### src/rtl/psk_tx_pkg.sv
// Shared types and the bit-to-constellation mapping for the PSK transmit shaper.
package psk_tx_pkg;

    typedef enum logic [1:0] {
        S_IDLE,
        S_RUN,
        S_DRAIN
    } state_t;

    localparam logic MODE_BPSK = 1'b0;
    localparam logic MODE_QPSK = 1'b1;

    // Bit 0 -> +A, bit 1 -> -A; A <= 32767 so the negation never wraps.
    function automatic logic signed [15:0] map_bit(input logic b, input logic [14:0] amp);
        logic signed [15:0] w_pos;
        w_pos = {1'b0, amp};
        return b ? -w_pos : w_pos;
    endfunction

endpackage

### src/rtl/psk_tx_lerp.sv
// One rail of the symbol interpolator: registered prev + ((cur - prev) * cnt) >>> LOG2_SPS.
module psk_tx_lerp #(
    parameter int LOG2_SPS = 5,
    parameter int WIDTH    = 16
) (
    input  logic                    clk,
    input  logic                    srst,
    input  logic signed [WIDTH-1:0] i_prev,
    input  logic signed [WIDTH-1:0] i_cur,
    input  logic [LOG2_SPS-1:0]     i_cnt,
    output logic signed [WIDTH-1:0] o_out
);

    localparam int PW = WIDTH + 1 + LOG2_SPS + 1;

    logic signed [WIDTH:0]  w_diff;
    logic signed [PW-1:0]   w_diff_ext;
    logic signed [PW-1:0]   w_cnt_ext;
    logic signed [PW-1:0]   w_prod;
    logic signed [PW-1:0]   w_step;

    assign w_diff     = {i_cur[WIDTH-1], i_cur} - {i_prev[WIDTH-1], i_prev};
    assign w_diff_ext = PW'(w_diff);
    assign w_cnt_ext  = PW'(i_cnt);
    assign w_prod     = w_diff_ext * w_cnt_ext;
    assign w_step     = w_prod >>> LOG2_SPS;

    // The interpolant stays between prev and cur, so truncating the step is lossless.
    always_ff @(posedge clk) begin
        if (srst) begin
            o_out <= '0;
        end else begin
            o_out <= i_prev + w_step[WIDTH-1:0];
        end
    end

endmodule

### src/rtl/psk_tx_symbol_shaper.sv
// BPSK/QPSK symbol mapper with linear inter-symbol interpolation, SPS samples per symbol,
// idle-symbol insertion on underflow and a one-symbol ramp-down on stop.
module psk_tx_symbol_shaper
    import psk_tx_pkg::*;
#(
    parameter int LOG2_SPS = 5,
    parameter int WIDTH    = 16
) (
    input  logic                    clk_32M768,
    input  logic                    rst_32M768,
    input  logic                    enable,
    input  logic                    MODE,
    input  logic [WIDTH-2:0]        AMPLITUDE,
    input  logic [1:0]              s_tdata,
    input  logic                    s_tvalid,
    output logic                    s_tready,
    output logic signed [WIDTH-1:0] I_tx,
    output logic signed [WIDTH-1:0] Q_tx,
    output logic                    tx_valid,
    output logic                    sym_strobe,
    output logic                    underflow,
    output logic                    busy
);

    state_t                  r_state;
    logic [LOG2_SPS-1:0]     r_cnt;
    logic signed [WIDTH-1:0] r_prev_i, r_prev_q, r_cur_i, r_cur_q;
    logic                    r_tx_valid;
    logic                    r_underflow;

    logic                    w_last, w_start, w_run_load, w_insert, w_prev_zero;
    logic signed [WIDTH-1:0] w_ld_i, w_ld_q, w_ins_i, w_ins_q;

    assign w_last     = (r_cnt == LOG2_SPS'((1 << LOG2_SPS) - 1));
    assign w_start    = !rst_32M768 && (r_state == S_IDLE) && enable && s_tvalid;
    assign w_run_load = !rst_32M768 && (r_state == S_RUN) && w_last && enable && s_tvalid;
    assign w_insert   = !rst_32M768 && (r_state == S_RUN) && w_last && enable && !s_tvalid;

    assign s_tready   = w_start || w_run_load;
    assign sym_strobe = s_tready || w_insert;

    assign w_ld_i = map_bit((MODE == MODE_QPSK) ? s_tdata[1] : s_tdata[0], AMPLITUDE);
    assign w_ld_q = (MODE == MODE_QPSK) ? map_bit(s_tdata[0], AMPLITUDE) : '0;

    // The idle symbol mirrors the symbol that is about to become prev, so the
    // receiver keeps seeing a zero crossing every symbol.
    assign w_prev_zero = (r_cur_i == '0) && (r_cur_q == '0);
    assign w_ins_i     = w_prev_zero ? $signed({1'b0, AMPLITUDE}) : -r_cur_i;
    assign w_ins_q     = w_prev_zero ? '0 : -r_cur_q;

    always_ff @(posedge clk_32M768) begin
        if (rst_32M768) begin
            r_state     <= S_IDLE;
            r_cnt       <= '0;
            r_prev_i    <= '0;
            r_prev_q    <= '0;
            r_cur_i     <= '0;
            r_cur_q     <= '0;
            r_tx_valid  <= 1'b0;
            r_underflow <= 1'b0;
        end else begin
            r_tx_valid <= (r_state != S_IDLE);
            case (r_state)
                S_IDLE: begin
                    r_cnt <= '0;
                    if (w_start) begin
                        r_state     <= S_RUN;
                        r_cur_i     <= w_ld_i;
                        r_cur_q     <= w_ld_q;
                        r_prev_i    <= '0;
                        r_prev_q    <= '0;
                        r_underflow <= 1'b0;
                    end
                end
                S_RUN: begin
                    r_cnt <= r_cnt + LOG2_SPS'(1);
                    if (w_last) begin
                        r_prev_i <= r_cur_i;
                        r_prev_q <= r_cur_q;
                        if (w_run_load) begin
                            r_cur_i <= w_ld_i;
                            r_cur_q <= w_ld_q;
                        end else if (w_insert) begin
                            r_cur_i     <= w_ins_i;
                            r_cur_q     <= w_ins_q;
                            r_underflow <= 1'b1;
                        end else begin
                            r_cur_i <= '0;
                            r_cur_q <= '0;
                            r_state <= S_DRAIN;
                        end
                    end
                end
                S_DRAIN: begin
                    r_cnt <= r_cnt + LOG2_SPS'(1);
                    if (w_last) begin
                        r_state  <= S_IDLE;
                        r_prev_i <= '0;
                        r_prev_q <= '0;
                        r_cur_i  <= '0;
                        r_cur_q  <= '0;
                    end
                end
                default: r_state <= S_IDLE;
            endcase
        end
    end

    psk_tx_lerp #(.LOG2_SPS(LOG2_SPS), .WIDTH(WIDTH)) u_lerp_i (
        .clk    (clk_32M768),
        .srst   (rst_32M768),
        .i_prev (r_prev_i),
        .i_cur  (r_cur_i),
        .i_cnt  (r_cnt),
        .o_out  (I_tx)
    );

    psk_tx_lerp #(.LOG2_SPS(LOG2_SPS), .WIDTH(WIDTH)) u_lerp_q (
        .clk    (clk_32M768),
        .srst   (rst_32M768),
        .i_prev (r_prev_q),
        .i_cur  (r_cur_q),
        .i_cnt  (r_cnt),
        .o_out  (Q_tx)
    );

    assign tx_valid  = r_tx_valid;
    assign underflow = r_underflow;
    assign busy      = (r_state != S_IDLE);

endmodule

### config.mk
export PLATFORM = sky130hd
export DESIGN_NAME = psk_tx_symbol_shaper
export DESIGN_NICKNAME = d
export VERILOG_FILES = /design/src/rtl/psk_tx_pkg.sv /design/src/rtl/psk_tx_lerp.sv /design/src/rtl/psk_tx_symbol_shaper.sv
export SDC_FILE = /design/constraint.sdc
export NUM_CORES = 1
export LEC_CHECK = 0
export BUFFER_PORTS_ARGS = -buffer_cell sky130_fd_sc_hd__buf_4
export CORE_ASPECT_RATIO = 0.75
export CORE_MARGIN = 8
export CORE_UTILIZATION = 45
export DETAILED_ROUTE_END_ITERATION = 10
export PLACE_DENSITY = 0.59
export RECOVER_POWER = 50
export SLEW_MARGIN = 20
export SYNTH_ARGS = -nofsm -noshare
export SYNTH_HDL_FRONTEND = slang
export SYNTH_SLANG_ARGS = --single-unit
export TNS_END_PERCENT = 100
### constraint.sdc
create_clock -name clk_32M768 -period 17.06 [get_ports clk_32M768]
set_input_delay 0.853 -clock clk_32M768 [delete_from_list [all_inputs] [get_ports clk_32M768]]
set_output_delay 0.853 -clock clk_32M768 [all_outputs]
set_load 0.01 [all_outputs]
==> results of run 1 <==
## flip-flops by register name, indices dropped and copies added (netlist names)
register and flops:
r_cur_i 16, r_cur_q 16, r_prev_i 16, r_prev_q 16, u_lerp_i.o_out 16, u_lerp_q.o_out 16
r_cnt 5, r_state 2, tx_valid 1, underflow 1
## cell type report
type / instances / area [µm²]
Inverter: 228 / 856
Sequential cell: 105 / 2100
Multi-Input combinational cell: 1324 / 10400
Clock buffer: 10 / 239
Fill cell: 3038 / 15500
Timing Repair Buffer: 66 / 357
Tap cell: 399 / 499
Clock inverter: 6 / 50.0
## cell usage after synthesis, drive strengths merged, types with 12 or more instances
master / count
a21oi: 104
dfxtp: 105
o21ai: 40
nand3: 95
inv: 228
xnor2: 70
nor2: 128
and2: 113
xor2: 46
a21o: 18
nor3b: 14
o32ai: 14
nand2: 132
and3: 12
a22oi: 16
nor3: 40
nor2b: 46
ha: 146
fa: 100
nand2b: 14
clkbuf: 65
or3: 28
## metrics by stage
stage / utilization (%) / total power [mW] / setup slack (ns) / std cells / hold WS, ns
after CTS: 48.7 / 1.78 / 8.94 / 2138 / 0.485
after global placement: 47.7 / 1.54 / 9.12 / 2122 / 0.466
final: 48.3 / 1.77 / 8.92 / 2138 / 0.483
after global routing: 48.3 / 1.93 / 8.10 / 2138 / 0.513
after detailed placement: 47.7 / 1.55 / 9.06 / 2122 / 0.474
after floorplan: - / 1.22 / 10.07 / 1730 / 0.449
## worst max-delay path, delay by kind of cell, from the launching register on
kind,cells,cell delay (ns)
AND/OR/NAND/NOR,7,0.96
AO/OA/AOI/OAI,9,2.98
XOR/XNOR,3,0.78
flip-flops,1,0.50
buffers and inverters,4,0.22
adder cells (fa/ha/maj),6,2.55
## worst max-delay path by stage
stage,startpoint,end,slack (ns),cells past startpoint
after global placement,r_cur_q[2],u_lerp_q.o_out[15],9.12,29
final,r_cur_q[2],u_lerp_q.o_out[15],8.92,29
after floorplan,r_prev_q[1],u_lerp_q.o_out[15],10.07,32
after global routing,r_cur_q[0],u_lerp_q.o_out[15],8.10,31
after CTS,r_cur_q[2],u_lerp_q.o_out[15],8.94,29
after detailed placement,r_cur_q[2],u_lerp_q.o_out[15],9.06,29
## cell families (layout without fill, tap and decap cells)
logic type      count (synthesis)  count (layout)  synth area share [%]
xor+xnor                      117             117                  7.63
buf+inv                       301             310                  8.42
fa+ha+maj                     246             246                  28.1
simple gates                  661             661                  25.3
compound gates                294             294                  14.7
mux                             6               6                 0.450
flops                         105             105                  15.4
## where the power goes
group	internal [mW]	leakage, nW	switching (mW)
Combinational	0.433	5.75	0.777
Sequential	0.286	0.850	0.0622
Clock	0.106	0.141	0.111
## layer usage
metal | vias to the layer above | part of all wire (%) | track usage [%]
met1 | 5629 | 53 | 31.7
met2 | 317 | 40 | 28.7
met4 | 0 | 0.91 | 3.67
met5 | - | 0 | 0
met3 | 26 | 5.6 | 2.88
li1 | 5791 | - | -
==> qor.txt, run 1 <==
RUN STATUS
-------------------------------------------------------------------------------------------
Result of the run                                                              finished with violations
Violations in the final reports                                                capacitance limit, slew limit

GRT
-------------------------------------------------------------------------------------------
GRT overflow                                                                              0
Global-route wire length before repair                                            60,400 µm
Antenna violations before repair                                                          0
Number of global-route vias before repair                                            11,200
Aggregate global-route resource usage                                                 20.2%
Pin count of the biggest net entering global routing                                     83

TIMING
-------------------------------------------------------------------------------------------
Setup_tns                                                                              0 ns
Relative slew margins                                                                 -136%
Setup skew after layout                                                           0.0112 ns
RSZ-0062 raised after global routing                                                     no
Transition at the pin with the smallest max-transition slack                        3.55 ns
Crit share post-route                                                                 47.7%
Fin. max-slew vios                                                                      120
Number of hold-slack violations in the final timing report                                0
Count of final setup violators                                                            0
Final Critical Period                                                               8.14 ns
Maximum achievable frequency                                                      0.123 GHz

FINAL LAYOUT
-------------------------------------------------------------------------------------------
Final Cell Area                                                                  14,500 µm²
Share of layout cells above drive strength 1                                          4.66%
Total number of nets in the final design                                              2,002
Layout Area Growth over Synthesis                                                     6.36%
Highest-count cells in the layout ignoring fill and taps                       sky130_fd_sc_hd__inv_1 (228), sky130_fd_sc_hd__ha_1 (146), sky130_fd_sc_hd__nand2_1 (132)
Number of diodes added for antenna fixing                                                 0
Most frequent standard cell in the layout excluding fill and tap cells         sky130_fd_sc_hd__inv_1

FLOORPLANNING
-------------------------------------------------------------------------------------------
Die extent in y                                                                      167 µm
Core region area                                                                 30,000 µm²
Std cell rows                                                                            55
I/O pin count                                                                            59
Chip width                                                                           217 µm
Starting utilization of the core area                                                 45.4%
Die outline area                                                                 36,100 µm²

CRITICAL PATH
-------------------------------------------------------------------------------------------
Setup slack on the worst flop-to-flop path                                          8.92 ns
Arrival time at the worst endpoint                                                  8.34 ns
Type of the worst setup path                                                        reg2reg
Type of destination of the critical path                                               flop
Startpoint type of the worst setup path                                                flop
RR Startpoint                                                                    r_cur_q[2]
Critical Path Fanout Max                                                                  8
Most frequent cell on the critical path                                        sky130_fd_sc_hd__inv_1
Required time of the worst setup path                                              17.26 ns
Largest stage delay on the critical path                                            0.56 ns
Destination of the worst register-to-register timing path                      u_lerp_q.o_out[15]
Cell type of the slowest stage on the worst timing path                        sky130_fd_sc_hd__a21boi_0
Cell count of the worst reg-to-reg path                                                  29

PLACED DESIGN
-------------------------------------------------------------------------------------------
Number of buffers added on ports                                                         58
Routability-driven placement congestion ratio                                         0.898
Cell area after placement                                                        14,300 µm²
Post-DP HPWL                                                                      28,800 µm

SYNTHESIS
-------------------------------------------------------------------------------------------
Leading register cell type out of synthesis                                    sky130_fd_sc_hd__dfxtp_1
Nets in the synthesized netlist                                                       1,998
Library cell with the largest summed area after synthesis                      sky130_fd_sc_hd__dfxtp_1
Number of distinct library cells after synthesis                                         86
Fraction of post-synthesis cell area in the top cell type by area                     15.4%
Synth top area cells                                                           sky130_fd_sc_hd__dfxtp_1 (15%), sky130_fd_sc_hd__fa_1 (15%), sky130_fd_sc_hd__ha_1 (13%), sky130_fd_sc_hd__inv_1 (6.3%), sky130_fd_sc_hd__and2_1 (5.2%)
Post-synth EDFFs                                                                          0
Register bit total from synthesis                                                       105
Post-synthesis sequential area ratio                                                  15.4%
Proportion of synthesized flip-flops having asynchronous set or reset                    0%
Synth warnings                                                                            0
Cell count after synthesis                                                            1,730
Cell area after synthesis                                                        13,600 µm²
Average cell area after synthesis                                                  7.87 µm²

DRT
-------------------------------------------------------------------------------------------
Vias per std cell                                                                      5.50
Total number of vias                                                                 11,800
Antenna Nets Post-Route                                                                   0
DR DRC count                                                                              0
Routed Wire Length                                                                36,400 µm
Detailed Routing Iterations Pass 1                                                        5
Wire length per cell after detailed routing                                         17.0 µm
Number of design-rule violations left by the first detailed-router iteration            892

HOLD PATH
-------------------------------------------------------------------------------------------
Hold-critical path endpoint                                                    r_prev_i[15]
Worst hold stages                                                                         2
Path class of the lowest-slack min-delay path                                       reg2reg
Origin of the worst min-delay path                                             r_prev_i[15]

CLOCKING
-------------------------------------------------------------------------------------------
Worst-path clk slew                                                                 0.08 ns
Maximum root-to-sink buffer count                                                         2
Number of buffers inserted for hold repair after clock tree synthesis                     0
Number of sinks on the clock net                                                        105
Number of CTS-inserted buffers                                                            9
Worst-Skew Late Latency                                                             0.37 ns
Setup Buffers After CTS                                                                   0
Clock tree from TritonCTS                                                              done
H-tree Lvls                                                                               3
Cells resized by post-CTS repair                                                          0
Buffer cell driving the clock tree root                                        sky130_fd_sc_hd__clkbuf_16

PWR
-------------------------------------------------------------------------------------------
Leakage power figure                                                                6.74 nW
Power density normalized to cell area                                            123 nW/µm²
Worst ir drop on vdd                                                               0.100 mV

FLOW RUN
-------------------------------------------------------------------------------------------
Max_cap viols                                                                             2

Note: power is estimated with default switching activity, not from simulation.
==> run 2, diff against run 1 <==
==> constraint.sdc (replaced) <==
create_clock -name clk_32M768 -period 7.77 [get_ports clk_32M768]
set_input_delay 0.3885 -clock clk_32M768 [delete_from_list [all_inputs] [get_ports clk_32M768]]
set_output_delay 0.3885 -clock clk_32M768 [all_outputs]
set_load 0.01 [all_outputs]
==> run 2 against run 1 <==
  * The run still ends with capacitance limit, slew limit left
  * Clock-buffer cell count down 1
  * Routed wire length up 4.6%
  * Die area unchanged
  * Via count up 2.8%
  * First-iteration DRC count up 15%
  * Register-to-register slack worse by 8.6 ns
  * Cell count up 2.2%
  * Critical path type unchanged
  * Critical endpoint is now u_lerp_i.o_out[15]
  * Critical path depth up 2
  * Power up 140%
  * Worst hold slack worse by 0.097 ns
  * Sequential share of layout area down 0.61 points
==> qor.txt, run 2 (synthesis results as in run 1) <==
GRT
-------------------------------------------------------------------------------------------
Global-route wire length before repair                                            61,000 µm   +0.99%
GRT overflow                                                                              0   unchanged
Antenna violations before repair                                                          0   unchanged
Pin count of the biggest net entering global routing                                     71   -14%
Aggregate global-route resource usage                                                 20.5%   +0.27 points
Number of global-route vias before repair                                            11,200   -0.21%

CRITICAL PATH
-------------------------------------------------------------------------------------------
Type of destination of the critical path                                               flop
Required time of the worst setup path                                               8.07 ns   -9.19 ns
Startpoint type of the worst setup path                                                flop
Arrival time at the worst endpoint                                                  7.76 ns   -0.58 ns
Type of the worst setup path                                                        reg2reg
Largest stage delay on the critical path                                            0.53 ns   -0.03 ns
Setup slack on the worst flop-to-flop path                                          0.30 ns   -8.62 ns
Launching instance or port of the critical path                                 r_prev_i[1]
RR Startpoint                                                                   r_prev_i[1]
Critical Path Fanout Max                                                                 10   +2
Cell count of the worst reg-to-reg path                                                  31   +6.9%
Destination of the worst register-to-register timing path                      u_lerp_i.o_out[15]
End of the critical path                                                       u_lerp_i.o_out[15]
Cell type of the slowest stage on the worst timing path                        sky130_fd_sc_hd__fa_1

TIMING
-------------------------------------------------------------------------------------------
Crit share post-route                                                                 96.1%   +48 points
Fin. max-slew vios                                                                       85   -29%
Count of final setup violators                                                            0   unchanged
Maximum achievable frequency                                                      0.134 GHz   +9.0%
Final Critical Period                                                               7.47 ns   -0.670 ns
Setup skew after layout                                                           0.0102 ns   -0.000958 ns
Transition at the pin with the smallest max-transition slack                        2.43 ns   -1.11 ns
Relative slew margins                                                                -62.9%   +73 points
Hold Slack                                                                         0.386 ns   -0.0972 ns
Number of hold-slack violations in the final timing report                                0   unchanged

DRT
-------------------------------------------------------------------------------------------
Detailed Routing Iterations Pass 1                                                        7   +2
Highest routing layer actually used                                                    met4
Number of design-rule violations left by the first detailed-router iteration          1,026   +15%
Detailed-routed wire length on met3                                                 2430 µm   +19%
Met1 wire length                                                                  19,900 µm   +2.8%
Routed Wire Length                                                                38,100 µm   +4.6%
DR DRC count                                                                              0   unchanged
Wire length per cell after detailed routing                                         17.4 µm   +2.3%
Antenna Nets Post-Route                                                                   0   unchanged
Total number of vias                                                                 12,100   +2.8%
Vias per std cell                                                                      5.53   +0.57%
Routed wl met2                                                                    15,400 µm   +5.1%

FINAL LAYOUT
-------------------------------------------------------------------------------------------
Layout Area Growth over Synthesis                                                     11.1%
FILL cells                                                                            3,008   -0.99%
Post-Layout Cell Count                                                                2,186   +2.2%
Most frequent standard cell in the layout excluding fill and tap cells         sky130_fd_sc_hd__inv_1
Total number of nets in the final design                                              2,050   +2.4%
Highest-count cells in the layout ignoring fill and taps                       sky130_fd_sc_hd__inv_1 (228), sky130_fd_sc_hd__ha_1 (143), sky130_fd_sc_hd__nand2_1 (131)
Number of diodes added for antenna fixing                                                 0   unchanged
Share of layout cells above drive strength 1                                          9.74%   +5.1 points

CLOCKING
-------------------------------------------------------------------------------------------
Maximum root-to-sink buffer count                                                         2   unchanged
Worst-Skew Late Latency                                                             0.36 ns   about the same
H-tree Lvls                                                                               3   unchanged
Clock tree from TritonCTS                                                              done
Number of CTS-inserted buffers                                                            9   unchanged
Number of sinks on the clock net                                                        105   unchanged
Worst-path clk slew                                                                 0.08 ns   about the same
Buffer cell driving the clock tree root                                        sky130_fd_sc_hd__clkbuf_16

PLACED DESIGN
-------------------------------------------------------------------------------------------
Number of buffers added on ports                                                         58   unchanged
Routability-driven placement congestion ratio                                         0.935   +4.1%
Number of cells after detailed placement                                              2,159   +1.7%
Post-DP HPWL                                                                      29,900 µm   +3.9%

RUN STATUS
-------------------------------------------------------------------------------------------
Result of the run                                                              finished with violations
Violations in the final reports                                                capacitance limit, slew limit

FLOORPLANNING
-------------------------------------------------------------------------------------------
Core region area                                                                 30,000 µm²   unchanged
Starting utilization of the core area                                                 45.4%   unchanged
Std cell rows                                                                            55   unchanged
I/O pin count                                                                            59   unchanged
Chip width                                                                           217 µm   unchanged
Die outline area                                                                 36,100 µm²   unchanged
Die extent in y                                                                      167 µm   unchanged

PWR
-------------------------------------------------------------------------------------------
Internal power consumption                                                          2.09 mW   +150%
Flop pwr share                                                                        16.8%   -2.8 points
Leakage power figure                                                                7.10 nW   +5.2%
Power density normalized to cell area                                            287 nW/µm²   +130%
Share of total power in the clock network                                             10.5%   -1.7 points
Share of total power consumed by net switching                                        51.9%   -1.6 points
Worst ir drop on vdd                                                               0.226 mV   +130%
P_sw                                                                                2.25 mW   +140%
Part of the total power dissipated in combinational logic                             72.7%   +4.6 points

FLOW RUN
-------------------------------------------------------------------------------------------
Max_cap viols                                                                             2   unchanged

HOLD PATH
-------------------------------------------------------------------------------------------
Path class of the lowest-slack min-delay path                                        in2reg
Worst hold stages                                                                         3   +1

==> run 2: worst max-delay path, delay by kind of cell, from the launching register on <==
kind	cells	cell delay [ns]
adders and majority gates	6	2.22
AOI/OAI and AO/OA	10	2.21
and+or+nand+nor	9	2.03
DFF	1	0.41
buffers and inverters	4	0.31
xor gates and xnor gates	2	0.25
==> run 2: timing repair <==
| action | 4_1_cts | 5_1_grt |
|---|---|---|
| endpoints found under the setup margin | 0 | 5 |
| resized for setup | 0 | 56 |
| hold buffers | 0 | 0 |
| setup buffers | 0 | 11 |
==> run 2: stage by stage <==
stage          setup TNS (ns)  setup slack (ns)  total power, mW  cell area (µm²)  utilization (%)
6_report                    0             0.303             4.34            15100             50.4
5_1_grt               -0.0957           -0.0957             4.69            15100             50.4
4_1_cts                     0            0.0598             4.08            14900             49.6
3_5_place_dp                0             0.110             3.60            14600             48.7
3_3_place_gp                0             0.276             3.57            14600             48.7
2_1_floorplan               0             0.776             2.68            13600                -
==> run 2: power groups by stage <==
stage | Combinational [mW] | Clock (mW) | Sequential [mW]
2_1_floorplan | 1.96 | 0 | 0.728
3_3_place_gp | 2.83 | 0 | 0.738
3_5_place_dp | 2.86 | 0 | 0.739
4_1_cts | 2.88 | 0.469 | 0.727
5_1_grt | 3.46 | 0.485 | 0.741
6_report | 3.16 | 0.455 | 0.729
==> run 2: layout make-up <==
cell class              instances  area [µm²]  area share (%)
clock buffers                   9         225            1.49
clock inverters                 7        58.8           0.389
inverters                     228         856            5.66
multi-input cells            1324       10700            70.6
flip-flops and latches        105        2100            13.9
well taps                     399         499            3.30
repair buffers                114         709            4.69
==> run 2: worst min-delay path by stage <==
| stage | end | slack (ns) | from |
|---|---|---|---|
| 3_3_place_gp | r_prev_i[15] | 0.47 | r_prev_i[15] |
| 6_report | r_cur_i[0] | 0.39 | AMPLITUDE[0] |
| 3_5_place_dp | r_prev_i[15] | 0.47 | r_prev_i[15] |
| 4_1_cts | r_cur_i[0] | 0.36 | AMPLITUDE[0] |
| 5_1_grt | r_cur_i[0] | 0.39 | AMPLITUDE[0] |
| 2_1_floorplan | r_prev_i[7] | 0.45 | r_prev_i[7] |
==> run 2: metal layers <==
layer  global-route usage (%)  vias up
li1                         -     5883
met1                     32.2     5848
met2                     28.5      339
met3                     3.86       26
met4                     3.32        0
met5                        0        -
==> run 3, diff against run 2 <==
--- a/config.mk
+++ b/config.mk
@@ -6,9 +6,9 @@
 export NUM_CORES = 1
 export LEC_CHECK = 0
 export BUFFER_PORTS_ARGS = -buffer_cell sky130_fd_sc_hd__buf_4
-export CORE_ASPECT_RATIO = 0.75
 export CORE_MARGIN = 8
 export CORE_UTILIZATION = 45
+export CTS_BUF_LIST = sky130_fd_sc_hd__clkbuf_4
 export DETAILED_ROUTE_END_ITERATION = 10
 export PLACE_DENSITY = 0.59
 export RECOVER_POWER = 50
==> run 3 against run 2 <==
  * The run still ends with capacitance limit, slew limit left
  * Sequential share of layout area increased by 0.35 points
  * Final area down 2.2%
  * Worst hold slack worse by 0.19 ns
  * Non-clock buffer count is 9 lower
  * Die area down 0.16%
  * Critical path type unchanged
  * Critical endpoint unchanged
  * Largest power group unchanged
==> qor.txt, run 3 (synthesis results as in run 1) <==
RUN STATUS
-------------------------------------------------------------------------------------------
Result of the run                                                              finished with violations
Violations in the final reports                                                capacitance limit, slew limit

GRT
-------------------------------------------------------------------------------------------
Aggregate global-route resource usage                                                 20.1%   -0.39 points
Pin count of the biggest net entering global routing                                     83   +17%
Antenna violations before repair                                                          2   +2
Global-route wire length before repair                                            59,300 µm   -2.7%
Number of global-route vias before repair                                            11,300   +0.84%
GRT overflow                                                                              0   unchanged

FINAL LAYOUT
-------------------------------------------------------------------------------------------
Layout Area Growth over Synthesis                                                     8.66%
Area used by sequential logic in the layout                                        2110 µm²   +0.30%
FILL cells                                                                            2,954   -1.8%
Total number of nets in the final design                                              2,041   -0.44%
Highest-count cells in the layout ignoring fill and taps                       sky130_fd_sc_hd__inv_1 (228), sky130_fd_sc_hd__ha_1 (146), sky130_fd_sc_hd__nand2_1 (132)
Most frequent standard cell in the layout excluding fill and tap cells         sky130_fd_sc_hd__inv_1
Share of layout cells above drive strength 1                                          8.49%   -1.2 points
Area of the multi-input gates                                                    10,600 µm²   -0.84%

DRT
-------------------------------------------------------------------------------------------
Routed Wire Length                                                                36,200 µm   -4.9%
Vias per std cell                                                                      5.45   -1.5%
Wire length per cell after detailed routing                                         16.7 µm   -4.3%
Number of design-rule violations left by the first detailed-router iteration            762   -26%
Antenna Nets Post-Route                                                                   0   unchanged
Routed wl met2                                                                    15,800 µm   +2.0%
DR DRC count                                                                              0   unchanged
Total number of vias                                                                 11,800   -2.1%
Highest routing layer actually used                                                    met4
Detailed-routed wire length on met3                                                 1780 µm   -27%
Met1 wire length                                                                  18,000 µm   -9.3%
Detailed Routing Iterations Pass 1                                                        5   -2

FLOORPLANNING
-------------------------------------------------------------------------------------------
Core region area                                                                 29,700 µm²   -0.95%
Std cell rows                                                                            63   +15%
Starting utilization of the core area                                                 45.8%   +0.44 points
Chip width                                                                           190 µm   -12%
I/O pin count                                                                            59   unchanged
Die extent in y                                                                      190 µm   +14%
Die outline area                                                                 36,100 µm²   -0.16%

TIMING
-------------------------------------------------------------------------------------------
Fin. max-slew vios                                                                      199   +130%
Relative slew margins                                                                 -162%   -99 points
Transition at the pin with the smallest max-transition slack                        3.93 ns   +1.50 ns
Count of final setup violators                                                            0   unchanged
Setup skew after layout                                                           0.0261 ns   +0.0159 ns
Final Critical Period                                                               7.44 ns   -0.0266 ns
Maximum achievable frequency                                                      0.134 GHz   +0.36%
Number of hold-slack violations in the final timing report                                0   unchanged
Hold Slack                                                                         0.198 ns   -0.188 ns
Crit share post-route                                                                 95.8%   -0.34 points

CLOCKING
-------------------------------------------------------------------------------------------
Number of CTS-inserted buffers                                                            9   unchanged
Number of sinks on the clock net                                                        105   unchanged
Maximum root-to-sink buffer count                                                         2   unchanged
Worst-Skew Late Latency                                                             0.54 ns   +0.18 ns
Number of buffers inserted for hold repair after clock tree synthesis                     0   unchanged
Buffer cell driving the clock tree root                                        sky130_fd_sc_hd__clkbuf_4
Clock tree from TritonCTS                                                              done
Worst-path clk slew                                                                 0.19 ns   +0.11 ns
H-tree Lvls                                                                               3   unchanged

CRITICAL PATH
-------------------------------------------------------------------------------------------
Critical Path Fanout Max                                                                  5   -5
Arrival time at the worst endpoint                                                  7.93 ns   +0.17 ns
Cell type of the slowest stage on the worst timing path                        sky130_fd_sc_hd__or4b_4
Type of destination of the critical path                                               flop
Type of the worst setup path                                                        reg2reg
Startpoint type of the worst setup path                                                flop
Largest stage delay on the critical path                                            0.52 ns   about the same
Bufs and invs on worst path                                                               2   -2
Top Family by Delay on Critical Path                                            adder cells
Required time of the worst setup path                                               8.26 ns   +0.19 ns

PLACED DESIGN
-------------------------------------------------------------------------------------------
Post-DP HPWL                                                                      27,900 µm   -6.7%
Number of buffers added on ports                                                         58   unchanged
Routability-driven placement congestion ratio                                         0.896   -4.2%

PWR
-------------------------------------------------------------------------------------------
Power density normalized to cell area                                            263 nW/µm²   -8.6%
Worst ir drop on vdd                                                               0.249 mV   +10%
Final total power                                                                   3.89 mW   -11%
Leakage power figure                                                                6.95 nW   -2.0%

HOLD PATH
-------------------------------------------------------------------------------------------
Path class of the lowest-slack min-delay path                                        in2reg

FLOW RUN
-------------------------------------------------------------------------------------------
Max_cap viols                                                                             4   +2

run 3: changes by cell type in the layout (fill, tap and decap cells not counted), sizes merged:
cell	delta
clkbuf	+3
clkinv	+1
buf	-11
inv	-2
diode	+4
run 3: final timing paths:
check | startpoint | to | slack (ns) | cells after the start
setup / recovery | r_prev_i[0] | u_lerp_i.o_out[15] | 0.33 | 30
setup reg to reg | r_prev_i[0] | u_lerp_i.o_out[15] | 0.33 | 30
hold reg to reg | r_prev_i[2] | r_prev_i[2] | 0.48 | 2
hold / removal | AMPLITUDE[0] | r_cur_q[0] | 0.20 | 4
run 3: report_power, final:
part           internal [mW]  total, mW  switching [mW]
sequential             0.629      0.728          0.0990
combinational           1.13       2.87            1.74
clock                 0.0707      0.288           0.218
total                   1.83       3.89            2.06
run 3: area by class of cell:
cell class / instances / area share [%]
Multi-Input combinational cell: 1324 / 71.5
Sequential cell: 105 / 14.3
Inverter: 228 / 5.79
Timing Repair Buffer: 105 / 4.29
Tap cell: 390 / 3.30
Clock buffer: 10 / 0.507
Clock inverter: 6 / 0.288
Antenna cell: 4 / 0.0677
run 3: worst register-to-register path, delay by kind of cell, from the launching register on:
kind | cells | cell delay, ns
adder cells (fa/ha/maj) | 7 | 2.56
buffers and inverters | 2 | 0.09
AND/OR/NAND/NOR | 6 | 1.41
XOR/XNOR | 3 | 0.48
flip-flops | 1 | 0.42
AO/OA/AOI/OAI | 12 | 2.46
run 3: repair_timing:
action                                  in CTS  in global routing
gates resized for setup                      1                 44
pin swaps                                    1                 15
endpoints found under the setup margin       1                  4
hold endpoints to repair                     0                  0
buffers inserted                             1                  6
run 3: per-stage QoR:
stage | setup TNS, ns | worst slack (ns) | cell area (µm²) | util [%] | cells
6_report | 0 | 0.330 | 14800 | 49.8 | 2172
5_1_grt | -0.0203 | -0.0203 | 14800 | 49.8 | 2171
4_1_cts | 0 | 0.0631 | 14700 | 49.4 | 2161
3_5_place_dp | 0 | 0.0600 | 14500 | 49.0 | 2144
3_3_place_gp | 0 | 0.194 | 14500 | 49.0 | 2144
2_1_floorplan | 0 | 0.776 | 13600 | - | 1730
run 3: layer usage:
layer / vias to the layer above / global-route usage (%)
li1: 5872 / -
met1: 5692 / 29.0
met2: 237 / 30.6
met3: 39 / 3.42
met4: 0 / 5.17
met5: - / 0
